==> src/rtl/regfile_scoreboard_pkg.sv <==
// regfile_scoreboard_pkg: constants and FSM state type shared by decode, regfile and the issue controller
package regfile_scoreboard_pkg;
   localparam int REGNUM = 16;
   localparam int ADDRESSWIDTH = 4;
   localparam int PCREG = 15;
   localparam int CNTWIDTH = 2;
   typedef enum logic [1:0] {RUN, BRANCH_WAIT, FLUSH} state_t;
endpackage

==> src/rtl/regfile_scoreboard_if.sv <==
// regfile_scoreboard_if: decode/writeback/pipeline-control bundle between decode (master) and the issue controller (slave)
// master drives the decoded fields and the writeback retire; slave returns stall/issue/flush, pendingMask and error
interface regfile_scoreboard_if;
   import regfile_scoreboard_pkg::*;
   logic decodeValid;
   logic [ADDRESSWIDTH-1:0] reg1FinalAddress;
   logic [ADDRESSWIDTH-1:0] reg2Address;
   logic [ADDRESSWIDTH-1:0] regDestinationAddress;
   logic usesReg1;
   logic usesReg2;
   logic writesDest;
   logic obtainPCAsR1;
   logic writeEnable;
   logic [ADDRESSWIDTH-1:0] writeAddress;
   logic stall;
   logic issue;
   logic flush;
   logic [REGNUM-1:0] pendingMask;
   logic error;
   modport master (
      output decodeValid, reg1FinalAddress, reg2Address, regDestinationAddress,
      output usesReg1, usesReg2, writesDest, obtainPCAsR1, writeEnable, writeAddress,
      input stall, issue, flush, pendingMask, error
   );
   modport slave (
      input decodeValid, reg1FinalAddress, reg2Address, regDestinationAddress,
      input usesReg1, usesReg2, writesDest, obtainPCAsR1, writeEnable, writeAddress,
      output stall, issue, flush, pendingMask, error
   );
endinterface

==> src/rtl/regfile_scoreboard_counter.sv <==
// scoreboard_counter: pending-write counter for one register
// ports: clock; clear (sync); inc (issue of a write); dec (retire); count; nonzero; underflow (retire seen at zero)
module scoreboard_counter
   import regfile_scoreboard_pkg::*;
(
   input  logic                clock,
   input  logic                clear,
   input  logic                inc,
   input  logic                dec,
   output logic [CNTWIDTH-1:0] count,
   output logic                nonzero,
   output logic                underflow
);
   logic up, down;
   assign nonzero = |count;
   assign underflow = dec & ~nonzero;
   // a retire only counts against a nonzero counter; inc and a counted retire cancel
   assign up = inc & ~(dec & nonzero) & ~&count;
   assign down = dec & nonzero & ~inc;
   always_ff @(posedge clock)
      if (clear) count <= '0;
      else if (up) count <= count + 1'b1;
      else if (down) count <= count - 1'b1;
endmodule

==> src/rtl/regfile_scoreboard.sv <==
// regfile_scoreboard: decode issue controller with per-register write scoreboard and branch wait/flush sequencing
// ports: clock, reset (sync, active-high); bus (slave): decode fields and writeback in, stall/issue/flush/pendingMask/error out
module regfile_scoreboard
   import regfile_scoreboard_pkg::*;
(
   input logic clock,
   input logic reset,
   regfile_scoreboard_if.slave bus
);
   logic [CNTWIDTH-1:0] cnt [REGNUM];
   logic [REGNUM-1:0] nz, uf;
   logic err, hazard;
   state_t state, state_nx;
   genvar i;
   generate
      for (i = 0; i < REGNUM; i++) begin : g_cnt
         scoreboard_counter u_cnt (
            .clock     (clock),
            .clear     (reset),
            .inc       (bus.issue & bus.writesDest & (bus.regDestinationAddress == ADDRESSWIDTH'(i))),
            .dec       (bus.writeEnable & (bus.writeAddress == ADDRESSWIDTH'(i))),
            .count     (cnt[i]),
            .nonzero   (nz[i]),
            .underflow (uf[i])
         );
      end
   endgenerate
   // no writeback bypass: hazards look only at registered counters
   assign hazard = (state == RUN) &
                   ((bus.usesReg1 & ~bus.obtainPCAsR1 & nz[bus.reg1FinalAddress]) |
                    (bus.usesReg2 & nz[bus.reg2Address]) |
                    (bus.writesDest & (&cnt[bus.regDestinationAddress])));
   assign bus.stall = bus.decodeValid & (hazard | (state != RUN));
   assign bus.issue = bus.decodeValid & ~bus.stall;
   assign bus.flush = state == FLUSH;
   assign bus.pendingMask = nz;
   assign bus.error = err;
   // leave BRANCH_WAIT only on the retire of the last outstanding PC write
   always_comb
      state_nx = (state == RUN && bus.issue && bus.writesDest &&
                  bus.regDestinationAddress == ADDRESSWIDTH'(PCREG)) ? BRANCH_WAIT :
                 (state == BRANCH_WAIT && bus.writeEnable &&
                  bus.writeAddress == ADDRESSWIDTH'(PCREG) && cnt[PCREG] == CNTWIDTH'(1)) ? FLUSH :
                 (state == FLUSH) ? RUN : state;
   always_ff @(posedge clock)
      if (reset) begin
         state <= RUN;
         err <= 1'b0;
      end else begin
         state <= state_nx;
         err <= err | (|uf);
      end
endmodule

==> src/flat_wrapper.sv <==
// flat-port wrapper written by rule: the top's interface ports become plain ports
module regfile_scoreboard_flat import regfile_scoreboard_pkg::*;
  (clock, reset, bus_decodeValid, bus_reg1FinalAddress, bus_reg2Address, bus_regDestinationAddress, bus_usesReg1, bus_usesReg2, bus_writesDest, bus_obtainPCAsR1, bus_writeEnable, bus_writeAddress, bus_stall, bus_issue, bus_flush, bus_pendingMask, bus_error);
  regfile_scoreboard_if bus_i ();
  input logic clock;
  input logic reset;
  input wire logic [$bits(bus_i.decodeValid)-1:0] bus_decodeValid;
  input wire logic [$bits(bus_i.reg1FinalAddress)-1:0] bus_reg1FinalAddress;
  input wire logic [$bits(bus_i.reg2Address)-1:0] bus_reg2Address;
  input wire logic [$bits(bus_i.regDestinationAddress)-1:0] bus_regDestinationAddress;
  input wire logic [$bits(bus_i.usesReg1)-1:0] bus_usesReg1;
  input wire logic [$bits(bus_i.usesReg2)-1:0] bus_usesReg2;
  input wire logic [$bits(bus_i.writesDest)-1:0] bus_writesDest;
  input wire logic [$bits(bus_i.obtainPCAsR1)-1:0] bus_obtainPCAsR1;
  input wire logic [$bits(bus_i.writeEnable)-1:0] bus_writeEnable;
  input wire logic [$bits(bus_i.writeAddress)-1:0] bus_writeAddress;
  output wire logic [$bits(bus_i.stall)-1:0] bus_stall;
  output wire logic [$bits(bus_i.issue)-1:0] bus_issue;
  output wire logic [$bits(bus_i.flush)-1:0] bus_flush;
  output wire logic [$bits(bus_i.pendingMask)-1:0] bus_pendingMask;
  output wire logic [$bits(bus_i.error)-1:0] bus_error;
  assign bus_i.decodeValid = bus_decodeValid;
  assign bus_i.reg1FinalAddress = bus_reg1FinalAddress;
  assign bus_i.reg2Address = bus_reg2Address;
  assign bus_i.regDestinationAddress = bus_regDestinationAddress;
  assign bus_i.usesReg1 = bus_usesReg1;
  assign bus_i.usesReg2 = bus_usesReg2;
  assign bus_i.writesDest = bus_writesDest;
  assign bus_i.obtainPCAsR1 = bus_obtainPCAsR1;
  assign bus_i.writeEnable = bus_writeEnable;
  assign bus_i.writeAddress = bus_writeAddress;
  assign bus_stall = bus_i.stall;
  assign bus_issue = bus_i.issue;
  assign bus_flush = bus_i.flush;
  assign bus_pendingMask = bus_i.pendingMask;
  assign bus_error = bus_i.error;
  regfile_scoreboard u_core (.clock(clock), .reset(reset), .bus(bus_i));
endmodule
==> config.mk <==
export PLATFORM = sky130hd
export DESIGN_NAME = regfile_scoreboard_flat
export DESIGN_NICKNAME = d
export VERILOG_FILES = /design/src/rtl/regfile_scoreboard_pkg.sv /design/src/rtl/regfile_scoreboard_if.sv /design/src/rtl/regfile_scoreboard_counter.sv /design/src/rtl/regfile_scoreboard.sv /design/src/flat_wrapper.sv
export SDC_FILE = /design/constraint.sdc
export NUM_CORES = 1
export LEC_CHECK = 0
export CORE_ASPECT_RATIO = 0.8
export CORE_MARGIN = 2
export CORE_UTILIZATION = 30
export CTS_BUF_LIST = sky130_fd_sc_hd__clkbuf_16
export CTS_CLUSTER_DIAMETER = 40
export DETAILED_ROUTE_END_ITERATION = 10
export PLACE_DENSITY = 0.55
export SYNTH_ARGS = -nofsm -noshare
export SYNTH_HDL_FRONTEND = slang
export SYNTH_SLANG_ARGS = --single-unit
==> constraint.sdc <==
create_clock -name clock -period 16.3 [get_ports clock]
set_input_delay 4.89 -clock clock [delete_from_list [all_inputs] [get_ports clock]]
set_output_delay 4.89 -clock clock [all_outputs]
set_load 0.005 [all_outputs]
==> flow_metrics.py, run 1 <==
metrics = {
    "worst_setup_path": {
        "cp_common_cell": "clkdlybuf4s50_1",
        "rr_endpoint": "u_core.g_cnt[12].u_cnt.count[0]$_SDFFE_PP0P_",
        "cp_num_buf_inv": 3,
        "r2r_cells": 9,
        "crit_chain": "clkdlybuf4s50_1 -> mux4_2 -> a2111oi_2 -> nor4_4 -> buf_4 -> or3_1 -> o31a_1 -> clkdlybuf4s50_1",
        "path_delay_family": "buffers and inverters",
        "crit_path_top_delay_cell": "clkdlybuf4s50_1",
        "crit_arrival_ns": 8.09,
        "startpoint_type": "primary input",
        "r2r_start": "u_core.g_cnt[7].u_cnt.count[1]$_SDFFE_PP0P_",
        "worst-r2r-setup-slack_ns": 12.84,
        "cpPeakStageDelay_ns": 0.66,
        "path_class": "in -> out",
        "endpoint_kind": "output port",
        "path_max_fanout": 26,
        "required_ns": 11.41,
    },
    "hold_path": {
        "hold_depth": 2,
        "hp-start": "u_core.g_cnt[10].u_cnt.count[1]$_SDFFE_PP0P_",
        "min_to": "u_core.g_cnt[10].u_cnt.count[1]$_SDFFE_PP0P_",
        "hp-class": "reg -> reg",
    },
    "clocking": {
        "cts_resized": 0,
        "numCtsBuffers": 5,
        "post_cts_buffers": 0,
        "root_buffer": "clkbuf_16",
        "htreeDepth": 2,
        "insertion_delay_ns": 0.28,
        "postCtsHoldBufs": 0,
        "tritoncts": "done",
        "path_clk_slew_ns": 0.06,
        "cts.sinks": 35,
        "clockBufferDepth": 2,
    },
    "floorplanning": {
        "io_pins": 44,
        "row_count": 35,
        "die_w_um": 125.3,
        "die_area_sq_um": 12670,
        "core_sq_um": 11520,
        "start_util": 0.3068,
        "die_h_um": 101.1,
    },
    "yosys": {
        "synth_area_per_cell_sq_um": 7.648,
        "synth-seq-cells": 35,
        "synth_area_sq_um": 3533,
        "syn_nets": 489,
        "ys_types": 55,
        "synthFlopType": "dfxtp_1",
        "synthArstFlopShare": 0,
        "yosysTopAreaCellShare": 0.1983,
        "synth-edff-count": 0,
        "synth_seq_area_share": 0.1983,
        "netlist.top_cell.by_area": "dfxtp_1",
        "synth_top_cells_by_area": "dfxtp_1 20%, mux4_2 5.7%, mux2i_1 5.7%",
        "postSynthCellCount": 462,
        "synth-warning-count": 0,
    },
    "timing": {
        "setup_viol": 0,
        "setup_tns_ns": 0,
        "finalCritPeriodShare": 0.7963,
        "timing.fmax_mhz": 77.05,
        "hold_viol": 0,
        "clock_skew_ns": 0.001917,
        "relSlewSlack": 0.4020,
        "timing.final.ws_setup_ns": 3.321,
        "worst_pin_slew_ns": 0.8888,
        "maxSlewViolCount": 0,
        "min_period_ns": 12.98,
        "rsz0062_at_grt": "no",
    },
    "route": {
        "totalWireLength_um": 11230,
        "viasPerCell": 5.788,
        "ant_nets": 0,
        "initialDrtViolationCount": 278,
        "avgRoutedWirePerCell_um": 18.14,
        "dr.pass1.iters": 6,
        "vias": 3583,
        "drc_errors": 0,
    },
    "power_and_ir_drop": {
        "p_leak_nw": 1.262,
        "finalPower_mw": 0.2163,
        "vdd_drop_max_mv": 0.02793,
        "powerDensity_nw_per_um2": 52.92,
    },
    "placed_design": {
        "io_buffer_count": 43,
        "pre_cts_slack_ns": 3.308,
        "gp_congestion": 0.8798,
        "dp_hpwl_um": 8532,
    },
    "global_route": {
        "grt.overflow.total": 0,
        "grtUsageTotal": 0.1809,
        "grt_pass1_vias": 3345,
        "grt_max_degree": 36,
        "grt_pass1_wl_um": 18330,
        "antenna_found_initial": 0,
    },
    "final_layout": {
        "multi_input_area_sq_um": 2482,
        "area_growth_pct": 15.65,
        "register_area_sq_um": 700.7,
        "nFillCells": 1202,
        "drive_above_1_share": 0.1253,
        "n_antenna_cell": 0,
        "finalNetCount": 497,
    },
    "flow_run": {
        "drv_cap": 0,
    },
    "run_status": {
        "status": "complete, no violations",
    },
}
[power by group]
group	internal [mW]	switching (mW)
clock	0.0553	0.0373
combinational	0.0147	0.0224
sequential	0.0861	0.000599
total	0.156	0.0603
[Yosys cell counts (5+ instances only)]
library cell,number
clkbuf_1,19
mux2_2,11
a2111oi_2,7
mux4_2,9
nor2b_1,12
buf_2,12
nand2_1,42
nor3b_1,5
nand2b_1,6
nand3_1,14
o21ai_0,20
nor2_1,49
mux2i_1,20
or2_2,6
buf_4,16
a211oi_1,6
o31ai_1,6
nor4_2,9
nor3_1,23
nor4_1,13
o2bb2ai_1,5
inv_1,28
nand4_1,6
dfxtp_1,35
or3_1,6
a21oi_1,20
[stage by stage]
stage | utilization | instances | area (sq um) | hold slack [ns]
after floorplan | - | 462 | 3533 | 0.4786
after global placement | 0.3429 | 611 | 3949 | 0.5174
after detailed placement | 0.3429 | 611 | 3949 | 0.5140
after CTS | 0.3548 | 619 | 4086 | 0.5276
after global routing | 0.3548 | 619 | 4086 | 0.5497
final | 0.3548 | 619 | 4086 | 0.5252
[sequential cells by signal, summed over array words and instances, names as in the netlist]
name	cells
u_core.state	2
u_core.bus.error	1
u_core.g_cnt.u_cnt.count	32
[worst max path at each step]
| stage | startpoint | endpoint | cells past startpoint |
|---|---|---|---|
| floorplan | bus_regDestinationAddress[3] | bus_stall | 9 |
| global placement | bus_reg1FinalAddress[0] | bus_stall | 8 |
| detailed placement | bus_reg1FinalAddress[0] | bus_stall | 8 |
| CTS | bus_reg1FinalAddress[0] | bus_stall | 8 |
| global route | bus_reg2Address[0] | bus_stall | 8 |
| finish | bus_reg1FinalAddress[0] | bus_stall | 8 |
[final cells by class]
class | count | area share
Clock inverter | 3 | 0.003062
Timing Repair Buffer | 49 | 0.1164
Clock buffer | 5 | 0.03062
Sequential cell | 35 | 0.1715
Multi-Input combinational cell | 351 | 0.6075
Inverter | 28 | 0.02572
Tap cell | 148 | 0.04532
[cell families after synthesis]
kind of cell,synth area share
flops,0.1983
fa+ha+maj,0.01062
buf+inv,0.1041
simple gates,0.3272
mux,0.1491
xor+xnor,0.009914
compound gates,0.2008
[cell usage in the layout (no fill, tap or decap), drive strengths merged, types with 2 or more instances in the layout]
cell / instances
a21oi: 20
nor4b: 2
nand4: 6
nand3: 14
a21o: 4
a211oi: 6
o211ai: 2
xnor2: 4
a221oi: 2
mux2i: 20
or3: 6
or4: 4
clkbuf: 5
nand2: 42
nor3b: 5
nor4: 25
buf: 6
or2: 10
inv: 30
nor2b: 12
o31ai: 6
nand2b: 6
mux4: 9
o22ai: 2
ha: 3
o41ai: 3
nor2: 49
clkdlybuf4s50: 43
nor3: 23
a22oi: 2
o2bb2ai: 5
o21ai: 20
a2111oi: 14
dfxtp: 35
nand3b: 2
mux2: 11
[tightest hold or removal path: stages (launching register included)]
cell     delay, ns
dfxtp_1       0.33
o21ai_0       0.08
a21oi_1       0.06
[metal layers]
| metal | wire length, um | vias up | part of all wire | GRT usage |
|---|---|---|---|---|
| li1 | - | 1704 | - | - |
| met1 | 5403 | 1731 | 0.48 | 0.2633 |
| met2 | 4845 | 138 | 0.43 | 0.2805 |
| met3 | 851 | 10 | 0.076 | 0.03132 |
| met4 | 127 | 0 | 0.011 | 0.03846 |
| met5 | 0 | - | 0 | 0 |
Note: power is estimated with default switching activity, not from simulation.
==> inputs of run 2 (changes only) <==
==> constraint.sdc (replaced) <==
create_clock -name clock -period 12.2 [get_ports clock]
set_input_delay 3.66 -clock clock [delete_from_list [all_inputs] [get_ports clock]]
set_output_delay 3.66 -clock clock [all_outputs]
set_load 0.005 [all_outputs]
==> run 2 against run 1 <==
Against the previous run:
- die area unchanged
- sequential power grew 34%
- sequential share of layout area unchanged
- setup slack worse by 1.6 ns
- sequential cell count unchanged
- non-clock buffer count unchanged
- core utilization is the same
==> flow_metrics.py, run 2 (same netlist as run 1, synthesis figures left out) <==
metrics = {
    "route": {
        "initialDrtViolationCount": 279,
        "drc_errors": 0,
        "viasPerCell": 5.733,
        "ant_nets": 0,
        "totalWireLength_um": 11120,
        "dr.pass1.iters": 5,
        "vias": 3549,
        "avgRoutedWirePerCell_um": 17.97,
    },
    "floorplanning": {
        "core_sq_um": 11520,
        "die_w_um": 125.3,
        "die_h_um": 101.1,
        "die_area_sq_um": 12670,
        "row_count": 35,
        "start_util": 0.3068,
        "io_pins": 44,
    },
    "hold_path": {
        "min_to": "u_core.state[1]$_SDFFE_PP0P_",
        "hold_depth": 1,
        "hp-start": "u_core.state[0]$_SDFFE_PP0P_",
        "hp-class": "reg -> reg",
    },
    "timing": {
        "clock_skew_ns": 0.002140,
        "finalCritPeriodShare": 0.8604,
        "timing.fmax_mhz": 95.27,
        "setup_viol": 0,
        "relSlewSlack": 0.4077,
        "setup_tns_ns": 0,
        "rsz0062_at_grt": "no",
        "worst_pin_slew_ns": 0.8804,
        "min_period_ns": 10.50,
        "hold_slack_ns": 0.5266,
        "maxSlewViolCount": 0,
        "hold_viol": 0,
        "timing.final.ws_setup_ns": 1.703,
    },
    "worst_setup_path": {
        "crit_arrival_ns": 6.84,
        "endpoint_kind": "output port",
        "startpoint_type": "primary input",
        "path_class": "in -> out",
        "worst-r2r-setup-slack_ns": 8.75,
        "cp_common_cell": "clkdlybuf4s50_1",
        "crit_path_top_delay_cell": "clkdlybuf4s50_1",
        "rr_endpoint": "u_core.g_cnt[1].u_cnt.count[0]$_SDFFE_PP0P_",
        "r2r_start": "u_core.g_cnt[7].u_cnt.count[0]$_SDFFE_PP0P_",
        "critical_path.startpoint": "bus_reg1FinalAddress[0]",
        "required_ns": 8.54,
        "cpPeakStageDelay_ns": 0.67,
        "r2r_cells": 9,
        "crit_chain": "clkdlybuf4s50_1 -> mux4_2 -> a2111oi_2 -> nor4_4 -> buf_4 -> or3_1 -> o31a_1 -> clkdlybuf4s50_1",
        "path_max_fanout": 26,
    },
    "power_and_ir_drop": {
        "p_leak_nw": 1.262,
        "powerDensity_nw_per_um2": 70.49,
        "vdd_drop_max_mv": 0.03238,
    },
    "global_route": {
        "antenna_found_initial": 0,
        "grtUsageTotal": 0.1804,
        "grt_pass1_wl_um": 18180,
        "grt_pass1_vias": 3391,
        "grt_max_degree": 36,
        "grt.overflow.total": 0,
    },
    "clocking": {
        "cts_resized": 0,
        "cts.sinks": 35,
        "post_cts_buffers": 0,
        "clockBufferDepth": 2,
        "insertion_delay_ns": 0.28,
        "numCtsBuffers": 5,
        "tritoncts": "done",
        "path_clk_slew_ns": 0.06,
        "postCtsHoldBufs": 0,
        "root_buffer": "clkbuf_16",
        "htreeDepth": 2,
    },
    "final_layout": {
        "final_cell_mix": "49 x nor2_1, 43 x clkdlybuf4s50_1, 42 x nand2_1",
        "n_antenna_cell": 0,
        "nFillCells": 1195,
        "mostFrequentLayoutCell": "nor2_1",
        "area_growth_pct": 15.65,
        "regMostFlops": "u_core.g_cnt.u_cnt.count",
        "drive_above_1_share": 0.1253,
        "post-route-util": 0.3548,
        "finalNetCount": 497,
        "register_area_sq_um": 700.7,
        "largest_reg_flops": 32,
        "multi_input_area_sq_um": 2482,
        "fin_area_sq_um": 4086,
    },
    "flow_run": {
        "drv_cap": 0,
    },
    "placed_design": {
        "gp_congestion": 0.8799,
        "io_buffer_count": 43,
        "placed_cell_area_sq_um": 3949,
        "dp_hpwl_um": 8494,
        "pre_cts_slack_ns": 1.670,
    },
    "run_status": {
        "status": "complete, no violations",
    },
}
==> run 2: critical path, delay by kind of cell <==
kind | cells | cell delay, ns
buffers and inverters | 3 | 1.36
AO/OA/AOI/OAI | 2 | 0.77
multiplexers | 1 | 0.57
AND/OR/NAND/NOR | 2 | 0.47
==> run 2: area by class of cell <==
class | instances | area share
repair buffers | 49 | 0.1164
multi-input cells | 351 | 0.6075
well taps | 148 | 0.04532
clock inverters | 3 | 0.003062
clock buffers | 5 | 0.03062
inverters | 28 | 0.02572
flip-flops and latches | 35 | 0.1715
==> run 2: metrics by stage <==
| stage | cells | power, mW |
|---|---|---|
| after global placement | 611 | 0.1663 |
| after global routing | 619 | 0.2995 |
| after CTS | 619 | 0.2909 |
| after detailed placement | 611 | 0.1671 |
| final | 619 | 0.2880 |
| after floorplan | 462 | 0.1475 |
==> run 2: power breakdown <==
part	leakage (nW)	switching [mW]	internal (mW)
Combinational	0.904	0.0296	0.0196
Sequential	0.282	0.000677	0.115
Clock	0.0762	0.0493	0.0738
==> run 2: worst max-delay path by stage <==
stage | to | slack (ns)
3_5_place_dp | bus_stall | 1.67
4_1_cts | bus_stall | 1.68
2_1_floorplan | bus_stall | 2.79
5_1_grt | bus_stall | 1.56
3_3_place_gp | bus_stall | 1.75
6_report | bus_stall | 1.70
==> run 2: routing by layer <==
| metal | GRT usage | share of wire | vias up |
|---|---|---|---|
| li1 | - | - | 1707 |
| met1 | 0.2569 | 0.49 | 1699 |
| met2 | 0.2839 | 0.42 | 126 |
| met3 | 0.03450 | 0.074 | 17 |
| met4 | 0.04017 | 0.012 | 0 |
| met5 | 0 | 0 | - |
==> inputs of run 3 (changes only) <==
--- a/config.mk
+++ b/config.mk
@@ -11,7 +11,9 @@
 export CTS_BUF_LIST = sky130_fd_sc_hd__clkbuf_16
 export CTS_CLUSTER_DIAMETER = 40
 export DETAILED_ROUTE_END_ITERATION = 10
-export PLACE_DENSITY = 0.55
+export DONT_BUFFER_PORTS = 1
+export PLACE_DENSITY = 0.51
 export SYNTH_ARGS = -nofsm -noshare
 export SYNTH_HDL_FRONTEND = slang
+export SYNTH_HIERARCHICAL = 1
 export SYNTH_SLANG_ARGS = --single-unit
==> run 3 against run 2 <==
Against the previous run:
- synthesized area is 17% lower
- clock-buffer cell count stayed put
- critical endpoint is now bus_issue
- global-route usage fell by 1.3 points
- register-to-register slack lost 0.51 ns
- clock skew is 0.0014 ns higher
- via count is 21% lower
- critical path depth decreased by 2
- worst hold slack got worse by 0.016 ns
- first-iteration DRC count fell by 37%
- routed wire length fell by 20%
==> flow_metrics.py, run 3 <==
metrics = {
    "yosys": {
        "synth_area_sq_um": 2925,
        "synth-edff-count": 0,
        "synth-warning-count": 6,
        "yosysTopAreaCellShare": 0.2395,
        "synthArstFlopShare": 0,
        "syn_nets": 399,
        "synth_most_common_cell": "a21oi_1",
        "synth_common_cells": "48 x a21oi_1, 35 x dfxtp_1, 33 x nor2_1",
        "synth-seq-cells": 35,
        "postSynthCellCount": 375,
        "ys_types": 39,
        "synth_top_cells_by_area": "dfxtp_1 24%, a21oi_1 8.2%, mux4_2 6.9%",
        "synth_area_per_cell_sq_um": 7.801,
        "synth_seq_area_share": 0.2395,
        "netlist.top_cell.by_area": "dfxtp_1",
        "synthFlopType": "dfxtp_1",
    },
    "timing": {
        "timing.fmax_mhz": 107.3,
        "worst_pin_slew_ns": 0.8420,
        "min_period_ns": 9.320,
        "timing.final.ws_setup_ns": 2.880,
        "relSlewSlack": 0.4335,
        "finalCritPeriodShare": 0.7639,
        "rsz0062_at_grt": "no",
        "clock_skew_ns": 0.003521,
        "setup_viol": 0,
        "hold_viol": 0,
        "maxSlewViolCount": 0,
        "setup_tns_ns": 0,
        "hold_slack_ns": 0.5102,
    },
    "power_and_ir_drop": {
        "pwr-share-clk": 0.463,
        "total_switching_power_mw": 0.06161,
        "comb_power_share": 0.088,
        "swShare": 0.2366,
        "seqPwrFrac": 0.448,
        "vdd_drop_max_mv": 0.04181,
        "p_leak_nw": 1.122,
        "finalPower_mw": 0.2604,
        "p_int_mw": 0.1988,
        "powerDensity_nw_per_um2": 82.06,
    },
    "floorplanning": {
        "io_pins": 44,
        "die_w_um": 114.4,
        "die_h_um": 92.32,
        "die_area_sq_um": 10560,
        "start_util": 0.3057,
        "core_sq_um": 9569,
        "row_count": 32,
    },
    "final_layout": {
        "finalNetCount": 400,
        "drive_above_1_share": 0.1622,
        "n_antenna_cell": 0,
        "final_cell_mix": "48 x a21oi_1, 35 x dfxtp_1, 33 x nor2_1",
        "mostFrequentLayoutCell": "a21oi_1",
        "nFillCells": 1004,
        "largest_reg_flops": 32,
        "area_growth_pct": 8.469,
        "regMostFlops": "u_core/g_cnt.u_cnt/count",
    },
    "clocking": {
        "cts_resized": 0,
        "post_cts_buffers": 0,
        "insertion_delay_ns": 0.28,
        "root_buffer": "clkbuf_16",
        "path_clk_slew_ns": 0.05,
        "tritoncts": "done",
        "postCtsHoldBufs": 0,
        "cts.sinks": 35,
        "htreeDepth": 2,
        "clockBufferDepth": 2,
        "numCtsBuffers": 5,
    },
    "worst_setup_path": {
        "endpoint_kind": "output port",
        "required_ns": 8.54,
        "path_class": "in -> out",
        "crit_arrival_ns": 5.66,
        "startpoint_type": "primary input",
        "r2r_cells": 10,
        "path_max_fanout": 18,
    },
    "placed_design": {
        "dp_hpwl_um": 6926,
        "io_buffer_count": 0,
        "pre_cts_slack_ns": 2.941,
        "gp_congestion": 0.8510,
    },
    "global_route": {
        "antenna_found_initial": 0,
        "grt_pass1_vias": 2427,
        "grt_pass1_wl_um": 13660,
        "grt_max_degree": 36,
        "grt.overflow.total": 0,
        "grtUsageTotal": 0.1673,
    },
    "route": {
        "initialDrtViolationCount": 176,
        "drc_errors": 0,
        "ant_nets": 0,
        "viasPerCell": 5.659,
        "totalWireLength_um": 8882,
        "vias": 2801,
        "dr.pass1.iters": 5,
        "avgRoutedWirePerCell_um": 17.94,
    },
    "hold_path": {
        "hp-class": "reg -> reg",
        "hold_depth": 2,
    },
    "flow_run": {
        "drv_cap": 0,
    },
    "run_status": {
        "status": "complete, no violations",
    },
}
## run 3: cells by family (layout without fill, tap and decap cells)
logic type	Yosys count	count (layout)	share of synthesized area
AOI/OAI and AO/OA	76	76	0.1403
buffers and inverters	24	25	0.03507
DFF	35	35	0.2395
muxes	25	25	0.1390
and+or+nand+nor	215	215	0.4461
## run 3: stage by stage
stage | utilization | area [sq um] | instances
after floorplan | - | 2925 | 375
after global placement | 0.3176 | 3039 | 488
after detailed placement | 0.3176 | 3039 | 488
after CTS | 0.3316 | 3173 | 495
after global routing | 0.3316 | 3173 | 495
final | 0.3316 | 3173 | 495
## run 3: worst paths after layout
kind / startpoint / endpoint / slack [ns]
worst max-delay path: bus_reg2Address[1] / bus_issue / 2.88
worst min-delay path: u_core/g_cnt[5].u_cnt/count[0]$_SDFFE_PP0P_ / u_core/g_cnt[5].u_cnt/count[0]$_SDFFE_PP0P_ / 0.51
worst max register to register: u_core/g_cnt[0].u_cnt/count[0]$_SDFFE_PP0P_ / u_core/g_cnt[5].u_cnt/count[0]$_SDFFE_PP0P_ / 8.24
worst min register to register: u_core/g_cnt[5].u_cnt/count[0]$_SDFFE_PP0P_ / u_core/g_cnt[5].u_cnt/count[0]$_SDFFE_PP0P_ / 0.51
## run 3: area by class of cell
| class | count | area (sq um) | area share |
|---|---|---|---|
| clock buffer | 5 | 125.1 | 0.03943 |
| inverter | 18 | 67.56 | 0.02129 |
| sequential | 35 | 700.7 | 0.2208 |
| multi-input combinational | 316 | 2122 | 0.6688 |
| tap | 119 | 148.9 | 0.04692 |
| clock inverter | 2 | 8.758 | 0.002760 |
## run 3: critical path: stages
cell and delay [ns]:
mux2_2 0.31, nor3b_1 0.19, nor4b_1 0.09, a2111oi_2 0.64
nand3_2 0.46, nor2_1 0.30
## run 3: power groups by stage
stage	sequential, mW	clock (mW)	combinational, mW
floorplan	0.119	0	0.0199
global placement	0.119	0	0.0224
detailed placement	0.119	0	0.0226
CTS	0.117	0.124	0.0227
global route	0.117	0.129	0.0249
finish	0.117	0.121	0.0230
## run 3: metal layers
layer	vias to the layer above	routed length, um	global-route usage
li1	1374	-	-
met1	1324	4266	0.2518
met2	99	3662	0.2352
met3	4	907	0.05366
met4	0	45	0.02439
met5	-	0	0
